## src/rtl/ram_rw_ctrl_pkg.sv

```systemverilog
// ram_rw_ctrl_pkg
//   Shared definitions for the RAM self-test sequencer.
//   - state_e : sequencer state encoding (3-bit)
//   - pattern : expected data for address k (bitwise inverse of k)
//   Optional compare logic in the top is guarded by `RAM_RW_CHECK_EN.
package ram_rw_ctrl_pkg;

    typedef enum logic [2:0] {
        ST_IDLE  = 3'd0,
        ST_WRITE = 3'd1,
        ST_READ  = 3'd2,
        ST_DRAIN = 3'd3,
        ST_DONE  = 3'd4
    } state_e;

    // Wide enough for any practical DATA_W; callers truncate to their width.
    localparam int PAT_W = 64;

    // Inverted address so that a dead, all-zero RAM cannot pass.
    function automatic logic [PAT_W-1:0] pattern(input logic [PAT_W-1:0] k);
        return ~k;
    endfunction

endpackage

```

## src/rtl/ram_rw_ctrl_rd_lat_pipe.sv

```systemverilog
// rd_lat_pipe
//   STAGES-deep shift register that carries {valid, expected data} alongside
//   the RAM read path so the comparator sees the expectation in the same
//   cycle the read data returns.
//   Ports:
//     clk_i   in  1  clock, rising edge
//     rst_ni  in  1  asynchronous active-low reset, clears every stage
//     d_i     in  W  value pushed every cycle
//     q_o     out W  value pushed STAGES cycles earlier
module rd_lat_pipe #(
    parameter int W      = 9,
    parameter int STAGES = 1
) (
    input  logic         clk_i,
    input  logic         rst_ni,
    input  logic [W-1:0] d_i,
    output logic [W-1:0] q_o
);

    logic [STAGES-1:0][W-1:0] stg_q;

    always_ff @(posedge clk_i or negedge rst_ni) begin
        if (!rst_ni) begin
            stg_q <= '0;
        end else begin
            stg_q[0] <= d_i;
            for (int i = 1; i < STAGES; i++) begin
                stg_q[i] <= stg_q[i-1];
            end
        end
    end

    assign q_o = stg_q[STAGES-1];

endmodule

```

## src/rtl/ram_rw_ctrl.sv

```systemverilog
// ram_rw_ctrl
//   RAM bring-up self-test sequencer. A start pulse in IDLE writes
//   pattern(k) to addresses 0..DEPTH-1, reads them all back, waits RD_LAT
//   cycles for the last read to return, then pulses done.
//   Optional feature macro: RAM_RW_CHECK_EN enables the read-data comparator
//   (err / err_cnt); without it err and err_cnt are tied to 0 and the
//   sequencing is identical.
//   Ports:
//     sys_clk    in   1         clock, rising edge
//     sys_rst_n  in   1         asynchronous active-low reset
//     start      in   1         one-cycle pass request (ignored unless idle)
//     ram_en     out  1         RAM port enable
//     ram_we     out  1         RAM write enable
//     ram_addr   out  ADDR_W    RAM address
//     ram_wdata  out  DATA_W    RAM write data
//     ram_rdata  in   DATA_W    RAM read data, RD_LAT clocks after address
//     busy       out  1         first WRITE cycle through DONE cycle
//     done       out  1         one-cycle end-of-pass pulse
//     err        out  1         sticky mismatch flag, cleared on pass start
//     err_cnt    out  ADDR_W+1  saturating mismatch count
module ram_rw_ctrl
    import ram_rw_ctrl_pkg::*;
#(
    parameter int ADDR_W = 5,
    parameter int DEPTH  = 32,
    parameter int DATA_W = 8,
    parameter int RD_LAT = 1
) (
    input  logic              sys_clk,
    input  logic              sys_rst_n,
    input  logic              start,
    output logic              ram_en,
    output logic              ram_we,
    output logic [ADDR_W-1:0] ram_addr,
    output logic [DATA_W-1:0] ram_wdata,
    input  logic [DATA_W-1:0] ram_rdata,
    output logic              busy,
    output logic              done,
    output logic              err,
    output logic [ADDR_W:0]   err_cnt
);

    localparam int                DRN_W    = (RD_LAT > 1) ? $clog2(RD_LAT) : 1;
    localparam logic [ADDR_W-1:0] LAST     = ADDR_W'(DEPTH - 1);
    localparam logic [DRN_W-1:0]  DRN_LAST = DRN_W'(RD_LAT - 1);

    function automatic logic [DATA_W-1:0] pat(input logic [ADDR_W-1:0] k);
        return DATA_W'(pattern(PAT_W'(k)));
    endfunction

    state_e             state_q;
    logic [ADDR_W-1:0]  addr_q;
    logic [DRN_W-1:0]   drn_q;
    logic               en_q, we_q, busy_q, done_q;
    logic [DATA_W-1:0]  wdata_q;

    // Sequencer; every RAM-facing output is a register so the address,
    // enable and data for cycle k all change on the same edge.
    always_ff @(posedge sys_clk or negedge sys_rst_n) begin
        if (!sys_rst_n) begin
            state_q <= ST_IDLE;
            addr_q  <= '0;
            drn_q   <= '0;
            en_q    <= 1'b0;
            we_q    <= 1'b0;
            wdata_q <= '0;
            busy_q  <= 1'b0;
            done_q  <= 1'b0;
        end else begin
            case (state_q)
                ST_IDLE: begin
                    if (start) begin
                        state_q <= ST_WRITE;
                        addr_q  <= '0;
                        en_q    <= 1'b1;
                        we_q    <= 1'b1;
                        wdata_q <= pat('0);
                        busy_q  <= 1'b1;
                    end
                end
                ST_WRITE: begin
                    if (addr_q == LAST) begin
                        state_q <= ST_READ;
                        addr_q  <= '0;
                        we_q    <= 1'b0;
                        wdata_q <= '0;
                    end else begin
                        addr_q  <= addr_q + 1'b1;
                        wdata_q <= pat(addr_q + 1'b1);
                    end
                end
                ST_READ: begin
                    if (addr_q == LAST) begin
                        state_q <= ST_DRAIN;
                        addr_q  <= '0;
                        en_q    <= 1'b0;
                        drn_q   <= '0;
                    end else begin
                        addr_q  <= addr_q + 1'b1;
                    end
                end
                ST_DRAIN: begin
                    // Hold off done until the final read has been compared.
                    if (drn_q == DRN_LAST) begin
                        state_q <= ST_DONE;
                        done_q  <= 1'b1;
                    end else begin
                        drn_q   <= drn_q + 1'b1;
                    end
                end
                ST_DONE: begin
                    state_q <= ST_IDLE;
                    done_q  <= 1'b0;
                    busy_q  <= 1'b0;
                end
                default: begin
                    state_q <= ST_IDLE;
                    addr_q  <= '0;
                    en_q    <= 1'b0;
                    we_q    <= 1'b0;
                    wdata_q <= '0;
                    busy_q  <= 1'b0;
                    done_q  <= 1'b0;
                end
            endcase
        end
    end

    assign ram_en    = en_q;
    assign ram_we    = we_q;
    assign ram_addr  = addr_q;
    assign ram_wdata = wdata_q;
    assign busy      = busy_q;
    assign done      = done_q;

`ifdef RAM_RW_CHECK_EN
    logic [DATA_W:0] pipe_in, pipe_out;
    logic            mis;
    logic            err_q;
    logic [ADDR_W:0] err_cnt_q;

    // Each READ cycle launches its expectation; it emerges exactly when the
    // RAM returns that address's data.
    assign pipe_in = {state_q == ST_READ, pat(addr_q)};

    rd_lat_pipe #(
        .W      (DATA_W + 1),
        .STAGES (RD_LAT)
    ) u_rd_lat_pipe (
        .clk_i  (sys_clk),
        .rst_ni (sys_rst_n),
        .d_i    (pipe_in),
        .q_o    (pipe_out)
    );

    assign mis = pipe_out[DATA_W] && (ram_rdata != pipe_out[DATA_W-1:0]);

    always_ff @(posedge sys_clk or negedge sys_rst_n) begin
        if (!sys_rst_n) begin
            err_q     <= 1'b0;
            err_cnt_q <= '0;
        end else if (state_q == ST_IDLE && start) begin
            err_q     <= 1'b0;
            err_cnt_q <= '0;
        end else if (mis) begin
            err_q <= 1'b1;
            if (err_cnt_q != '1) begin
                err_cnt_q <= err_cnt_q + 1'b1;
            end
        end
    end

    assign err     = err_q;
    assign err_cnt = err_cnt_q;
`else
    logic unused_rdata;
    assign unused_rdata = ^ram_rdata;
    assign err          = 1'b0;
    assign err_cnt      = '0;
`endif

endmodule

```

## config.mk

```make
export PLATFORM = sky130hd
export DESIGN_NAME = ram_rw_ctrl
export DESIGN_NICKNAME = d
export VERILOG_FILES = /design/src/rtl/ram_rw_ctrl_pkg.sv /design/src/rtl/ram_rw_ctrl_rd_lat_pipe.sv /design/src/rtl/ram_rw_ctrl.sv
export SDC_FILE = /design/constraint.sdc
export NUM_CORES = 1
export LEC_CHECK = 0
export BUFFER_PORTS_ARGS = -buffer_cell sky130_fd_sc_hd__buf_2
export CORE_AREA = 10 10 48 86
export DETAILED_ROUTE_END_ITERATION = 8
export DIE_AREA = 0 0 58 96
export PLACE_DENSITY_LB_ADDON = 0.12
export SLEW_MARGIN = 20
export SYNTH_ARGS = -nofsm -noshare
export SYNTH_HDL_FRONTEND = slang
export SYNTH_HIERARCHICAL = 1
export SYNTH_SLANG_ARGS = --single-unit
```

## constraint.sdc

```tcl
create_clock -name sys_clk -period 5.4 [get_ports sys_clk]
set_clock_uncertainty 0.15 [all_clocks]
set_input_delay 0.81 -clock sys_clk [delete_from_list [all_inputs] [get_ports sys_clk]]
set_output_delay 0.81 -clock sys_clk [all_outputs]
set_load 0.02 [all_outputs]
```

==> results.json, run 1 <==
{
  "status": "completed",
  "place_inst": 150,
  "core_area_um2": 2770,
  "cts_sinks": 18,
  "cp_top_family": "adder cells",
  "ys_types": 34,
  "max_slew_margin_pct": 62.9,
  "yosys_warnings": 6,
  "finalSetupViolCount": 0,
  "die_y_um": 96,
  "clk_latency_ns": 0.26,
  "place_area_um2": 1100,
  "fmax_mhz": 499,
  "synth_edf_count": 0,
  "rows": 27,
  "drc": 0,
  "routabilityCongestion": 0.742,
  "fin_crit_sh_pct": 37.1,
  "die_x_um": 58,
  "avgViaCountPerCell": 5.08,
  "post-place-ws_ns": 3.41,
  "arrival_ns": 1.97,
  "grt_first_pass_wirelength_um": 4110,
  "drive_above_1_share_pct": 24.8,
  "min_path_type": "in2async",
  "grt-ovfl-total": 0,
  "worstSetupPathType": "reg2reg",
  "path_cells": "ha_1 > nand3_1 > inv_1 > ha_1 > nor2b_1 > o21ai_1 > o221ai_1",
  "port_buffers": 19,
  "cts_hold_buf": 0,
  "synth_seq_cells": 18,
  "rsz0062_at_grt": "no",
  "via_count": 783,
  "drt-initial-drc-count": 9,
  "tns_ns": 0,
  "wl_per_cell_um": 15.7,
  "synth-main-ff-cell": "dfrtp_1",
  "worst_pin_slew_ns": 0.557,
  "grt_pass1_vias": 859,
  "worstPathMaxFanout": 6,
  "whs_ns": 0.327,
  "nets": 140,
  "n_antenna_cell": 0,
  "synthArstFlopShare_pct": 100,
  "crit_slowest_cell": "dfrtp_1",
  "cts_tree": "done",
  "cts.htree.levels": 1,
  "grt_max_degree": 19,
  "layout_min_cycle_time_ns": 2.00,
  "postCtsSetupRepairBufs": 0,
  "critPathMaxStageDelay_ns": 0.45,
  "hold_viol_final": 0,
  "fin_cells": 154,
  "wirelength_um": 2410,
  "fp.dieArea_um2": 5570,
  "critPathRequiredTime_ns": 5.37,
  "syn-instance-count": 108,
  "cts_buffers": 3,
  "p_per_area_nw_per_um2": 673,
  "drv_slew": 0,
  "antenna_left": 0,
  "start_util_pct": 37.8,
  "cp-start-kind": "flop",
  "p_leak_nw": 0.595,
  "cap_violations": 0,
  "netlist_area_um2": 1050,
  "ir_drop_mv": 0.308,
  "syn2layout_area_growth_pct": 10.6,
  "antenna_found_initial": 0,
  "dp_hpwl_um": 1840,
  "post_cts_resized": 0,
  "drtPass1Iterations": 5,
  "critPathCaptureType": "flop",
  "avgSynthCellArea_um2": 9.70,
  "worst_slack_ns": 3.40,
  "final_area_um2": 1160,
  "yosysSeqAreaShare_pct": 43.0,
  "path_common_cell": "ha_1",
  "grt.total_usage_pct": 9.41,
  "io-pin-count": 35,
  "critPathBufInv": 1,
  "clockBufferDepth": 2,
  "clock-root-buffer": "clkbuf_8",
  "clkTransAtPathRegs_ns": 0.07
}
==> flip-flops by register name, summed over array words and instances, names as in the netlist <==
| name | cells |
|---|---|
| ram_wdata | 6 |
| ram_en | 1 |
| done | 1 |
| ram_we | 1 |
| ram_addr | 5 |
| state_q | 3 |
| busy | 1 |
==> routing by layer <==
layer	part of all wire (%)	wire length (um)	GRT usage, %
met3	5.5	133	3.03
met5	0	0	0
met1	36	878	8.16
met2	55	1320	17.5
met4	3.2	78	6.30
==> cell type report <==
type,instances,area (um2)
inverters,10,37.5
fillers,301,1610
multi-input cells,74,484
clock buffers,4,55.1
repair buffers,19,95.1
well taps,29,36.3
flip-flops and latches,18,450
==> logic make-up (layout without fill, tap and decap cells) <==
logic type / after synthesis / after routing / synth area share, %
other cells: 1 / 7 / 0.358
buf+inv: 22 / 33 / 12.9
fa+ha+maj: 3 / 3 / 3.58
flops: 18 / 18 / 43.0
compound gates: 24 / 24 / 14.1
xor+xnor: 3 / 3 / 4.30
mux: 4 / 4 / 4.42
simple gates: 33 / 33 / 17.3
==> worst register-to-register path: stages (launching register included) <==
cell and delay (ns):
dfrtp_1 0.45, ha_1 0.26, nand3_1 0.13, inv_1 0.08
ha_1 0.24, nor2b_1 0.08, o21ai_1 0.30, o221ai_1 0.18
==> cell usage after synthesis (2+ instances only) <==
cell type	number	area share, %
xnor2_1	2	1.7
buf_6	2	2.2
buf_4	10	7.2
o21ai_0	7	3.3
nand2_1	4	1.4
mux2i_1	2	1.9
ha_1	3	3.6
nor2b_1	4	2.4
dfrtp_1	18	43
inv_1	10	3.6
a31oi_1	4	2.4
nor2_1	7	2.5
o22ai_1	3	1.8
a21oi_1	3	1.4
nand2b_1	2	1.2
and2b_1	3	2.2
nand3_1	7	3.3
==> worst paths after layout <==
path	start	endpoint	cells after the start	slack, ns
min in group sys_clk	done	done	1	0.33
max in group asynchronous	sys_rst_n	ram_we	1	4.48
worst max-delay path	ram_addr[0]	ram_wdata[3]	7	3.40
worst max register to register	ram_addr[0]	ram_wdata[3]	7	3.40
worst min-delay path	sys_rst_n	ram_addr[2]	1	0.33
worst min register to register	done	done	1	0.33
==> per-stage QoR <==
| stage | utilization (%) | power (mW) |
|---|---|---|
| 2_1_floorplan | - | 0.567 |
| 3_3_place_gp | 39.8 | 0.664 |
| 3_5_place_dp | 39.8 | 0.677 |
| 4_1_cts | 41.8 | 0.792 |
| 5_1_grt | 41.8 | 0.849 |
| 6_report | 41.8 | 0.780 |
==> placed cells by master (no fill, tap or decap), types with 2 or more instances in the layout <==
cell | netlist | final
buf_2 | 0 | 19
dfrtp_1 | 18 | 18
inv_1 | 10 | 10
nand3_1 | 7 | 7
nor2_1 | 7 | 7
o21ai_0 | 7 | 7
conb_1 | 1 | 7
nor2b_1 | 4 | 4
a31oi_1 | 4 | 4
nand2_1 | 4 | 4
clkbuf_8 | 0 | 4
and2b_1 | 3 | 3
a21oi_1 | 3 | 3
o22ai_1 | 3 | 3
ha_1 | 3 | 3
nand2b_1 | 2 | 2
mux2i_1 | 2 | 2
xnor2_1 | 2 | 2
==> power breakdown <==
group	total [mW]	switching (mW)	internal, mW	leakage [nW]
Clock	0.114	0.0494	0.0649	0.0288
Combinational	0.396	0.231	0.166	0.359
Sequential	0.270	0.0714	0.198	0.207
Power figures use the tool's default switching activity.
==> inputs of run 2 (changes only) <==
Clock period 5.4 ns to 2 ns, I/O delays scaled along.
==> run 2 against run 1 <==
Effect of this change:
- sequential share of layout area decreased by 2.1 points
- critical endpoint unchanged
- utilization increased by 2.3 points
- via count increased by 4.7%
- count of clock-buffer cells in the layout unchanged
- total power increased to 2.8 times the previous value
- fmax increased by 12%
- wire length increased by 0.46%
- critical path type unchanged
- clock power increased to 2.6 times the previous value
- non-clock buffer count increased by 8
- register-to-register slack got worse by 3.2 ns
- design area increased by 5.6%
==> results.json, run 2 (synthesis results as in run 1) <==
{
  "status": "completed",
  "clock-root-buffer": "clkbuf_8",
  "crit_slowest_cell": "dfrtp_1",
  "final_common_cell": "buf_2",
  "clockBufferDepth": 2,
  "critPathRequiredTime_ns": 2.02,
  "start_util_pct": 37.8,
  "min_path_cells": 3,
  "routabilityCongestion": 0.760,
  "critPathCaptureType": "flop",
  "reg2reg_from": "ram_addr[0]",
  "die_y_um": 96,
  "grt.total_usage_pct": 9.37,
  "critPathMaxStageDelay_ns": 0.38,
  "nets": 148,
  "drt-initial-drc-count": 10,
  "drive_above_1_share_pct": 29.3,
  "cp_num_cells": 8,
  "cp_top_family": "adder cells",
  "grt_first_pass_wirelength_um": 4110,
  "antenna_found_initial": 0,
  "avgViaCountPerCell": 5.06,
  "cp-start-kind": "flop",
  "fin_cells": 162,
  "grt-ovfl-total": 0,
  "cts_buffers": 3,
  "clk_latency_ns": 0.25,
  "fin_crit_sh_pct": 89.4,
  "path_common_cell": "ha_1",
  "min_path_type": "in2reg",
  "fill_cells": 303,
  "port_buffers": 19,
  "path_cells": "ha_1 > nand3_1 > inv_1 > ha_1 > nor2b_1 > o21ai_1 > buf_4 > o221ai_1",
  "finalPower_mw": 2.19,
  "rows": 27,
  "whs_ns": 0.221,
  "n_antenna_cell": 0,
  "cts_tree": "done",
  "finalSetupViolCount": 0,
  "syn2layout_area_growth_pct": 16.8,
  "wirelength_um": 2420,
  "dp_hpwl_um": 1920,
  "grt_pass1_vias": 882,
  "drtPass1Iterations": 2,
  "io-pin-count": 35,
  "tns_ns": 0,
  "largest_reg_flops": 6,
  "via_count": 820,
  "post-place-ws_ns": 0.135,
  "worstPathMaxFanout": 5,
  "startpoint": "ram_addr[0]",
  "p_leak_nw": 0.635,
  "layout_min_cycle_time_ns": 1.79,
  "die_x_um": 58,
  "layout_common_cells": "buf_2 (19), dfrtp_1 (18), inv_1 (10)",
  "cts_sinks": 18,
  "cts.htree.levels": 1,
  "drv_slew": 0,
  "fmax_mhz": 559,
  "rsz0062_at_grt": "no",
  "antenna_left": 0,
  "p_per_area_nw_per_um2": 1790,
  "clkTransAtPathRegs_ns": 0.07,
  "grt_max_degree": 19,
  "ir_drop_mv": 0.702,
  "core_area_um2": 2770,
  "wl_per_cell_um": 15.0,
  "hold_viol_final": 0,
  "ff2ff_path_depth": 8,
  "cap_violations": 0,
  "worstSetupPathType": "reg2reg",
  "arrival_ns": 1.81,
  "holdCritStartpoint": "start",
  "place_inst": 157,
  "drc": 0,
  "fp.dieArea_um2": 5570,
  "worst_slack_ns": 0.212,
  "critPathBufInv": 2
}
## run 2: final timing paths
kind / to / slack (ns)
worst max-delay path: ram_wdata[3] / 0.21
max in group asynchronous: ram_wdata[3] / 1.04
worst min-delay path: busy / 0.22
worst min register to register: done / 0.33
worst max register to register: ram_wdata[3] / 0.21
min in group asynchronous: ram_wdata[1] / 0.36
## run 2: power breakdown
part | leakage (nW) | switching, mW | internal (mW)
Clock | 0.0288 | 0.124 | 0.175
Combinational | 0.399 | 0.689 | 0.531
Sequential | 0.207 | 0.138 | 0.536
## run 2: timing repair
item                                   4_1_cts  5_1_grt
setup endpoints to repair                    0        2
resized for setup                            0        1
setup buffers                                0        0
hold buffers                                 1        0
endpoints found under the hold margin       18        0
## run 2: stage by stage
stage          instance area, um2  utilization [%]
2_1_floorplan                1070                -
3_3_place_gp                 1160             41.7
3_5_place_dp                 1160             41.7
4_1_cts                      1220             44.1
5_1_grt                      1220             44.2
6_report                     1220             44.2
## run 2: cell type report
type	count	area, um2	share of cell area [%]
Clock buffer	4	55.1	4.50
Sequential cell	18	450	36.8
Inverter	10	37.5	3.07
Timing Repair Buffer	27	158	12.9
Tap cell	29	36.3	2.97
Multi-Input combinational cell	74	487	39.8
## run 2: metal layers
layer,part of all wire [%],wire length (um),GRT usage (%),vias to the layer above
met2,57,1380,17.6,16
li1,-,-,-,399
met5,0,0,0,-
met3,5.8,141,3.03,4
met1,36,864,8.58,401
met4,1.6,38,4.72,0
## run 2: worst reg2reg max path, delay by kind of cell (launching register included)
| family | cells | cell delay (ns) |
|---|---|---|
| buffers and inverters | 2 | 0.20 |
| adders and majority gates | 2 | 0.47 |
| DFF | 1 | 0.38 |
| AOI/OAI and AO/OA | 2 | 0.22 |
| and+or+nand+nor | 2 | 0.28 |
